## config.mk

```make
export PLATFORM = sky130hd
export DESIGN_NAME = field_select_pipe_flat
export DESIGN_NICKNAME = d
export VERILOG_FILES = /design/src/rtl/field_select_pipe_pkg.sv /design/src/rtl/field_select_pipe_if.sv /design/src/rtl/field_select_pipe_field_extract.sv /design/src/rtl/field_select_pipe.sv /design/src/flat_wrapper.sv
export SDC_FILE = /design/constraint.sdc
export NUM_CORES = 1
export LEC_CHECK = 0
export CORE_MARGIN = 3
export CORE_UTILIZATION = 25
export CTS_BUF_LIST = sky130_fd_sc_hd__clkbuf_8
export CTS_CLUSTER_SIZE = 40
export DETAILED_ROUTE_END_ITERATION = 8
export DONT_BUFFER_PORTS = 1
export PLACE_DENSITY = 0.47
export SETUP_SLACK_MARGIN = 0.2
export SYNTH_ARGS = -nofsm -noshare
export SYNTH_HDL_FRONTEND = slang
export SYNTH_SLANG_ARGS = --single-unit
```

## constraint.sdc

```tcl
create_clock -name i_clk -period 2.1 [get_ports i_clk]
set_clock_uncertainty 0.15 [all_clocks]
set_input_delay 0.42 -clock i_clk [delete_from_list [all_inputs] [get_ports i_clk]]
set_output_delay 0.42 -clock i_clk [all_outputs]
set_load 0.02 [all_outputs]
```

## src/rtl/field_select_pipe_pkg.sv

```systemverilog
// Shared helpers for the packed-field extractor family.
// Holds the layout legality check so sibling extractors apply the same rule.
package field_select_pipe_pkg;

  // A layout is legal when every field fits in the word and the output can hold a field.
  function automatic bit field_layout_ok(input int sel_w, input int field_w,
                                         input int data_w, input int out_w);
    return (sel_w > 0) && (field_w > 0) &&
           (data_w >= sel_w + (2 ** sel_w) * field_w) &&
           (out_w >= field_w);
  endfunction

endpackage

```

## src/rtl/field_select_pipe_if.sv

```systemverilog
// Upstream word channel and downstream result channel of field_select_pipe.
// The master side is the environment: it drives words and the downstream ready.
interface field_select_pipe_if #(
  parameter int DATA_W = 16,
  parameter int SEL_W  = 2,
  parameter int OUT_W  = 8
);
  logic [DATA_W-1:0] i_data;
  logic              i_sext;
  logic              i_valid;
  logic              o_ready;
  logic [OUT_W-1:0]  o_data;
  logic [SEL_W-1:0]  o_sel;
  logic              o_valid;
  logic              i_ready;

  modport master (
    output i_data, i_sext, i_valid, i_ready,
    input  o_ready, o_data, o_sel, o_valid
  );

  modport slave (
    input  i_data, i_sext, i_valid, i_ready,
    output o_ready, o_data, o_sel, o_valid
  );
endinterface

```

## src/rtl/field_select_pipe_field_extract.sv

```systemverilog
// Combinational field picker: selector in the low bits chooses one packed field,
// which is then zero- or sign-extended to OUT_W.
module field_extract
  import field_select_pipe_pkg::*;
#(
  parameter int SEL_W   = 2,
  parameter int FIELD_W = 3,
  parameter int DATA_W  = 16,
  parameter int OUT_W   = 8
) (
  input  logic [DATA_W-1:0] i_data,
  input  logic              i_sext,
  output logic [OUT_W-1:0]  o_field,
  output logic [SEL_W-1:0]  o_sel
);
  localparam int NUM_FIELDS = 2 ** SEL_W;
  localparam int TOP        = SEL_W + NUM_FIELDS * FIELD_W;

  if (!field_layout_ok(SEL_W, FIELD_W, DATA_W, OUT_W)) begin : g_bad_layout
    $error("field_extract: illegal layout SEL_W=%0d FIELD_W=%0d DATA_W=%0d OUT_W=%0d",
           SEL_W, FIELD_W, DATA_W, OUT_W);
  end

  logic [NUM_FIELDS-1:0][FIELD_W-1:0] fields;
  logic [FIELD_W-1:0]                 fld;

  for (genvar k = 0; k < NUM_FIELDS; k++) begin : g_field
    assign fields[k] = i_data[SEL_W + k*FIELD_W +: FIELD_W];
  end

  // Every selector value addresses a real field, so no out-of-range handling.
  assign o_sel = i_data[SEL_W-1:0];
  assign fld   = fields[o_sel];

  if (OUT_W > FIELD_W) begin : g_ext
    assign o_field = {{(OUT_W-FIELD_W){i_sext & fld[FIELD_W-1]}}, fld};
  end else begin : g_noext
    logic unused_sext;
    assign o_field     = fld;
    assign unused_sext = i_sext;
  end

  // Bits above the last field carry no meaning.
  if (DATA_W > TOP) begin : g_pad
    logic unused_pad;
    assign unused_pad = ^i_data[DATA_W-1:TOP];
  end
endmodule

```

## src/rtl/field_select_pipe.sv

```systemverilog
// Flow-controlled field extractor: registered valid/ready output with a
// one-entry skid so o_ready comes from state only, never from i_ready.
module field_select_pipe
  import field_select_pipe_pkg::*;
#(
  parameter int SEL_W   = 2,
  parameter int FIELD_W = 3,
  parameter int DATA_W  = 16,
  parameter int OUT_W   = 8
) (
  input  logic                 i_clk,
  input  logic                 i_rst,
  field_select_pipe_if.slave   bus
);
  logic [OUT_W-1:0] ext_field;
  logic [SEL_W-1:0] ext_sel;

  field_extract #(
    .SEL_W  (SEL_W),
    .FIELD_W(FIELD_W),
    .DATA_W (DATA_W),
    .OUT_W  (OUT_W)
  ) u_extract (
    .i_data (bus.i_data),
    .i_sext (bus.i_sext),
    .o_field(ext_field),
    .o_sel  (ext_sel)
  );

  logic [OUT_W-1:0] main_data_q, main_data_d, skid_data_q, skid_data_d;
  logic [SEL_W-1:0] main_sel_q,  main_sel_d,  skid_sel_q,  skid_sel_d;
  logic             main_vld_q,  main_vld_d,  skid_vld_q,  skid_vld_d;
  logic             in_fire, out_fire;

  assign bus.o_ready = !skid_vld_q && !i_rst;
  assign bus.o_data  = main_data_q;
  assign bus.o_sel   = main_sel_q;
  assign bus.o_valid = main_vld_q;

  assign in_fire  = bus.i_valid && bus.o_ready;
  assign out_fire = main_vld_q && bus.i_ready;

  always_comb begin
    main_data_d = main_data_q;
    main_sel_d  = main_sel_q;
    main_vld_d  = main_vld_q;
    skid_data_d = skid_data_q;
    skid_sel_d  = skid_sel_q;
    skid_vld_d  = skid_vld_q;
    if (!main_vld_q || out_fire) begin
      if (skid_vld_q) begin
        // o_ready is low whenever skid is full, so no new word competes here.
        main_data_d = skid_data_q;
        main_sel_d  = skid_sel_q;
        main_vld_d  = 1'b1;
        skid_vld_d  = 1'b0;
      end else begin
        main_vld_d = in_fire;
        if (in_fire) begin
          main_data_d = ext_field;
          main_sel_d  = ext_sel;
        end
      end
    end else if (in_fire) begin
      skid_data_d = ext_field;
      skid_sel_d  = ext_sel;
      skid_vld_d  = 1'b1;
    end
  end

  always_ff @(posedge i_clk) begin
    if (i_rst) begin
      main_data_q <= '0;
      main_sel_q  <= '0;
      main_vld_q  <= 1'b0;
      skid_data_q <= '0;
      skid_sel_q  <= '0;
      skid_vld_q  <= 1'b0;
    end else begin
      main_data_q <= main_data_d;
      main_sel_q  <= main_sel_d;
      main_vld_q  <= main_vld_d;
      skid_data_q <= skid_data_d;
      skid_sel_q  <= skid_sel_d;
      skid_vld_q  <= skid_vld_d;
    end
  end
endmodule

```

## src/flat_wrapper.sv

```systemverilog
// flat-port wrapper written by rule: the top's interface ports become plain ports
module field_select_pipe_flat import field_select_pipe_pkg::*;
#(
  parameter int SEL_W   = 2,
  parameter int FIELD_W = 3,
  parameter int DATA_W  = 16,
  parameter int OUT_W   = 8
)
  (i_clk, i_rst, bus_i_data, bus_i_sext, bus_i_valid, bus_i_ready, bus_o_ready, bus_o_data, bus_o_sel, bus_o_valid);
  field_select_pipe_if #(.DATA_W(DATA_W), .SEL_W(SEL_W), .OUT_W(OUT_W)) bus_i ();
  input  logic i_clk;
  input  logic i_rst;
  input wire logic [$bits(bus_i.i_data)-1:0] bus_i_data;
  input wire logic [$bits(bus_i.i_sext)-1:0] bus_i_sext;
  input wire logic [$bits(bus_i.i_valid)-1:0] bus_i_valid;
  input wire logic [$bits(bus_i.i_ready)-1:0] bus_i_ready;
  output wire logic [$bits(bus_i.o_ready)-1:0] bus_o_ready;
  output wire logic [$bits(bus_i.o_data)-1:0] bus_o_data;
  output wire logic [$bits(bus_i.o_sel)-1:0] bus_o_sel;
  output wire logic [$bits(bus_i.o_valid)-1:0] bus_o_valid;
  assign bus_i.i_data = bus_i_data;
  assign bus_i.i_sext = bus_i_sext;
  assign bus_i.i_valid = bus_i_valid;
  assign bus_i.i_ready = bus_i_ready;
  assign bus_o_ready = bus_i.o_ready;
  assign bus_o_data = bus_i.o_data;
  assign bus_o_sel = bus_i.o_sel;
  assign bus_o_valid = bus_i.o_valid;
  field_select_pipe #(.SEL_W(SEL_W), .FIELD_W(FIELD_W), .DATA_W(DATA_W), .OUT_W(OUT_W)) u_core (.i_clk(i_clk), .i_rst(i_rst), .bus(bus_i));
endmodule
```

==> out/metrics.csv <==
stage,metric,value,unit
outcome,run_status,completed,
synth,syn_avg_cell_area,9.44,um^2
min_path,min-delay-start,i_rst,
power_and_ir_drop,ir_worst_vdd,0.212,mV
clocking,htree_num_levels,1,
clocking,postCtsHoldBufs,0,
clocking,inserted_clock_buffers,3,
timing,min_period_over_period,80.1,%
power_and_ir_drop,sequentialPowerShare,47.3,%
route,dr.first_iter.drc_count,5,
synth,yosys_warnings,0,
placed_design,port_buffers,0,
min_path,hold-path-endpoint,u_core.skid_data_q[1],
setup_path,setup.reg_to_reg.worst_slack,420,ps
clocking,cts_resized,0,
finish,syn_to_final_growth,4.59,%
synth,largest_area_contributor_in_the_netlist,dfxtp_1,
global_routing,via_count_of_the_first_global_routing_pass,474,
route,vias_per_cell,4.67,
setup_path,setup.worst_path.start_class,flop,
floorplan,core_area,2590,um^2
timing,aggregate_negative_setup_slack,0,ps
synth,synth.most_common_cell,nor2_1,
synth,synth_ff_type,dfxtp_1,
timing,setup_repair_after_global_routing_missed_its_margin,false,
finish,final_core_density,28.6,%
clocking,cts-root-to-sink-buffers,2,
floorplan,die_h,59.2,um
route,avgRoutedWirePerCell,13.6,um
synth,number_of_synthesized_flops_with_an_enable_pin,0,
global_routing,global_route_total_overflow,0,
floorplan,ioPinCount,33,
power_and_ir_drop,p_sw,0.156,mW
synth,ys_top_cells_by_count,"nor2_1, dfxtp_1, mux2i_1, buf_4, nand2_1",
placed_design,hpwl_after_detailed_placement,1070,um
timing,finalHoldWorstSlack,89.2,ps
power_and_ir_drop,internal_cell_power,0.474,mW
placed_design,gp_routability_congestion,0.707,
timing,fmaxAchievable,0.594,GHz
setup_path,slowest_stage,nor2_1,
timing,slew-limit-headroom,67.5,%
synth,async_set_or_reset_flop_fraction_in_the_synthesized_netlist,0,%
synth,post_synth_main_area_contributors,"dfxtp_1, mux2i_1, nor2_1",
setup_path,worst_path_dominant_cell_family,simple AND/OR/NAND/NOR gates,
setup_path,critPathKind,reg -> reg,
synth,netlist.area_leader.share,39.6,%
finish,final.fill_count,278,
power_and_ir_drop,power_density,850,nW/um^2
route,vias,472,
min_path,hp-class,in -> reg,
timing,worst_slew_pin_slew,486,ps
setup_path,cp_max_stage_delay,440,ps
global_routing,grtUsageTotal,8.80,%
synth,synth.ff_latch_count,14,
timing,drv_slew,0,
setup_path,max_fo_critical_path,8,
setup_path,arrival_time_at_the_worst_endpoint,1670,ps
floorplan,initial_core_utilization,27.3,%
finish,design.final.nets,93,
setup_path,worst-r2r-cell-count,4,
clocking,clock_tree.root_cell,clkbuf_8,
power_and_ir_drop,clkPwrFrac,41.7,%
setup_path,worstReg2RegEnd,u_core.skid_data_q[0],
setup_path,timing.critical_path.to_type,flop,
min_path,worst_hold_path.num_cells,1,
power_and_ir_drop,p_sw_share,24.8,%
timing,layout_min_cycle_time,1680,ps
global_routing,number_of_antenna_violations_at_the_first_check_in_global_routing,0,
clocking,cts.sink_count,14,
synth,ys_types,18,
setup_path,cp_num_buf_inv,0,
floorplan,core.rowCount,18,
finish,number_of_antenna_cells_inserted,0,
floorplan,dieArea,3510,um^2
setup_path,critical_path.most_common_cell,nor2_1,
finish,proportion_of_layout_cells_with_a_drive_suffix_above_1,14.1,%
setup_path,timing.critical_path.required,2090,ps
timing,finalSetupViolCount,0,
route,route.final.wire_length,1380,um
clocking,cts_post_setup_buffers_inserted,0,
synth,postSynthCellCount,75,
global_routing,wire_length_of_the_first_global_routing_pass,2280,um
route,drc,0,
synth,fraction_of_the_yosys_area_taken_by_sequential_cells,39.6,%
floorplan,die_width,59.2,um
route,drt.antenna.violating_nets,0,
power_and_ir_drop,comb_pwr_share,11.0,%
setup_path,worstPathCellList,nor2_1 > nand3_2 > mux2i_1 > nor2_1,
route,detail_route.first_pass.iterations,3,
clocking,tritoncts_clock_tree,yes,
clocking,path_clk_slew,60,ps
setup_path,reg_to_reg_startpoint,u_core.skid_vld_q,
timing,timing_hold_violations_final,0,
power_and_ir_drop,power_leakage,0.313,nW
global_routing,maximum_number_of_pins_on_one_net_before_global_route_repair,17,
run,max-cap-violations,0,
synth,post_synth_instance_area,708,um^2
synth,synthesis.nets,96,
clocking,clock_latency_on_the_worst_skew_pair,240,ps
## area by class of cell
type	count	area, um^2	area share (%)
multi-input cells	51	357	48.1
repair buffers	1	7.51	1.01
well taps	30	37.5	5.07
inverters	1	3.75	0.507
flip-flops and latches	14	280	37.8
clock buffers	4	55.1	7.43
## layout by cell type, fill, tap and decap left out, drive strengths merged
| cell | synthesis | final |
|---|---|---|
| o22ai | 1 | 1 |
| a211oi | 3 | 3 |
| nor2 | 15 | 15 |
| nor2b | 1 | 1 |
| buf | 8 | 1 |
| a311oi | 3 | 3 |
| clkbuf | 1 | 4 |
| nand2b | 3 | 3 |
| a21oi | 2 | 2 |
| dfxtp | 14 | 14 |
| nor3 | 1 | 1 |
| mux4 | 2 | 2 |
| mux2i | 12 | 12 |
| inv | 1 | 1 |
| nand3 | 1 | 1 |
| nand2 | 7 | 7 |
## power by group through the flow
| stage | sequential [mW] | combinational [mW] | clock (mW) |
|---|---|---|---|
| 6_report | 0.298 | 0.0693 | 0.262 |
| 4_1_cts | 0.299 | 0.0703 | 0.270 |
| 5_1_grt | 0.300 | 0.0783 | 0.281 |
| 2_1_floorplan | 0.305 | 0.0779 | 0 |
| 3_3_place_gp | 0.304 | 0.0701 | 0 |
| 3_5_place_dp | 0.305 | 0.0702 | 0 |
## worst max-delay path by stage
stage                       from                     to  cells past startpoint
2_1_floorplan  u_core.skid_vld_q  u_core.skid_data_q[0]                      5
3_3_place_gp   u_core.skid_vld_q   u_core.skid_sel_q[1]                      4
3_5_place_dp   u_core.skid_vld_q   u_core.skid_sel_q[0]                      4
4_1_cts        u_core.skid_vld_q   u_core.skid_sel_q[0]                      4
5_1_grt        u_core.skid_vld_q   u_core.bus.o_data[1]                      4
6_report       u_core.skid_vld_q  u_core.skid_data_q[0]                      4
## stage by stage
stage	area, um^2	setup slack (ps)	std cells	total power [mW]
after floorplan	708	538	75	0.383
after global placement	686	409	97	0.374
after detailed placement	686	384	97	0.375
after CTS	741	389	101	0.639
after global routing	741	202	101	0.660
final	741	418	101	0.630
## state kept, by name, summed over array words and instances, names as in the netlist
signal              cells
u_core.bus.o_data       4
u_core.bus.o_sel        2
u_core.bus.o_valid      1
u_core.skid_data_q      4
u_core.skid_sel_q       2
u_core.skid_vld_q       1
## metal layers
metal	vias to the layer above	track usage [%]	share of wire (%)
met2	14	13.7	50
met4	0	4.85	1.7
met5	-	0	0
met3	2	4.14	8.6
met1	208	9.79	40
li1	248	-	-
## cell families (layout without fill, tap and decap cells)
group	after synthesis	in the layout	share of synthesized area (%)
AO/OA/AOI/OAI	9	9	9.72
AND/OR/NAND/NOR	28	28	17.3
flip-flops	14	14	39.6
buffers and inverters	10	6	10.1
multiplexers	14	14	23.3
Power figures use the tool's default switching activity.
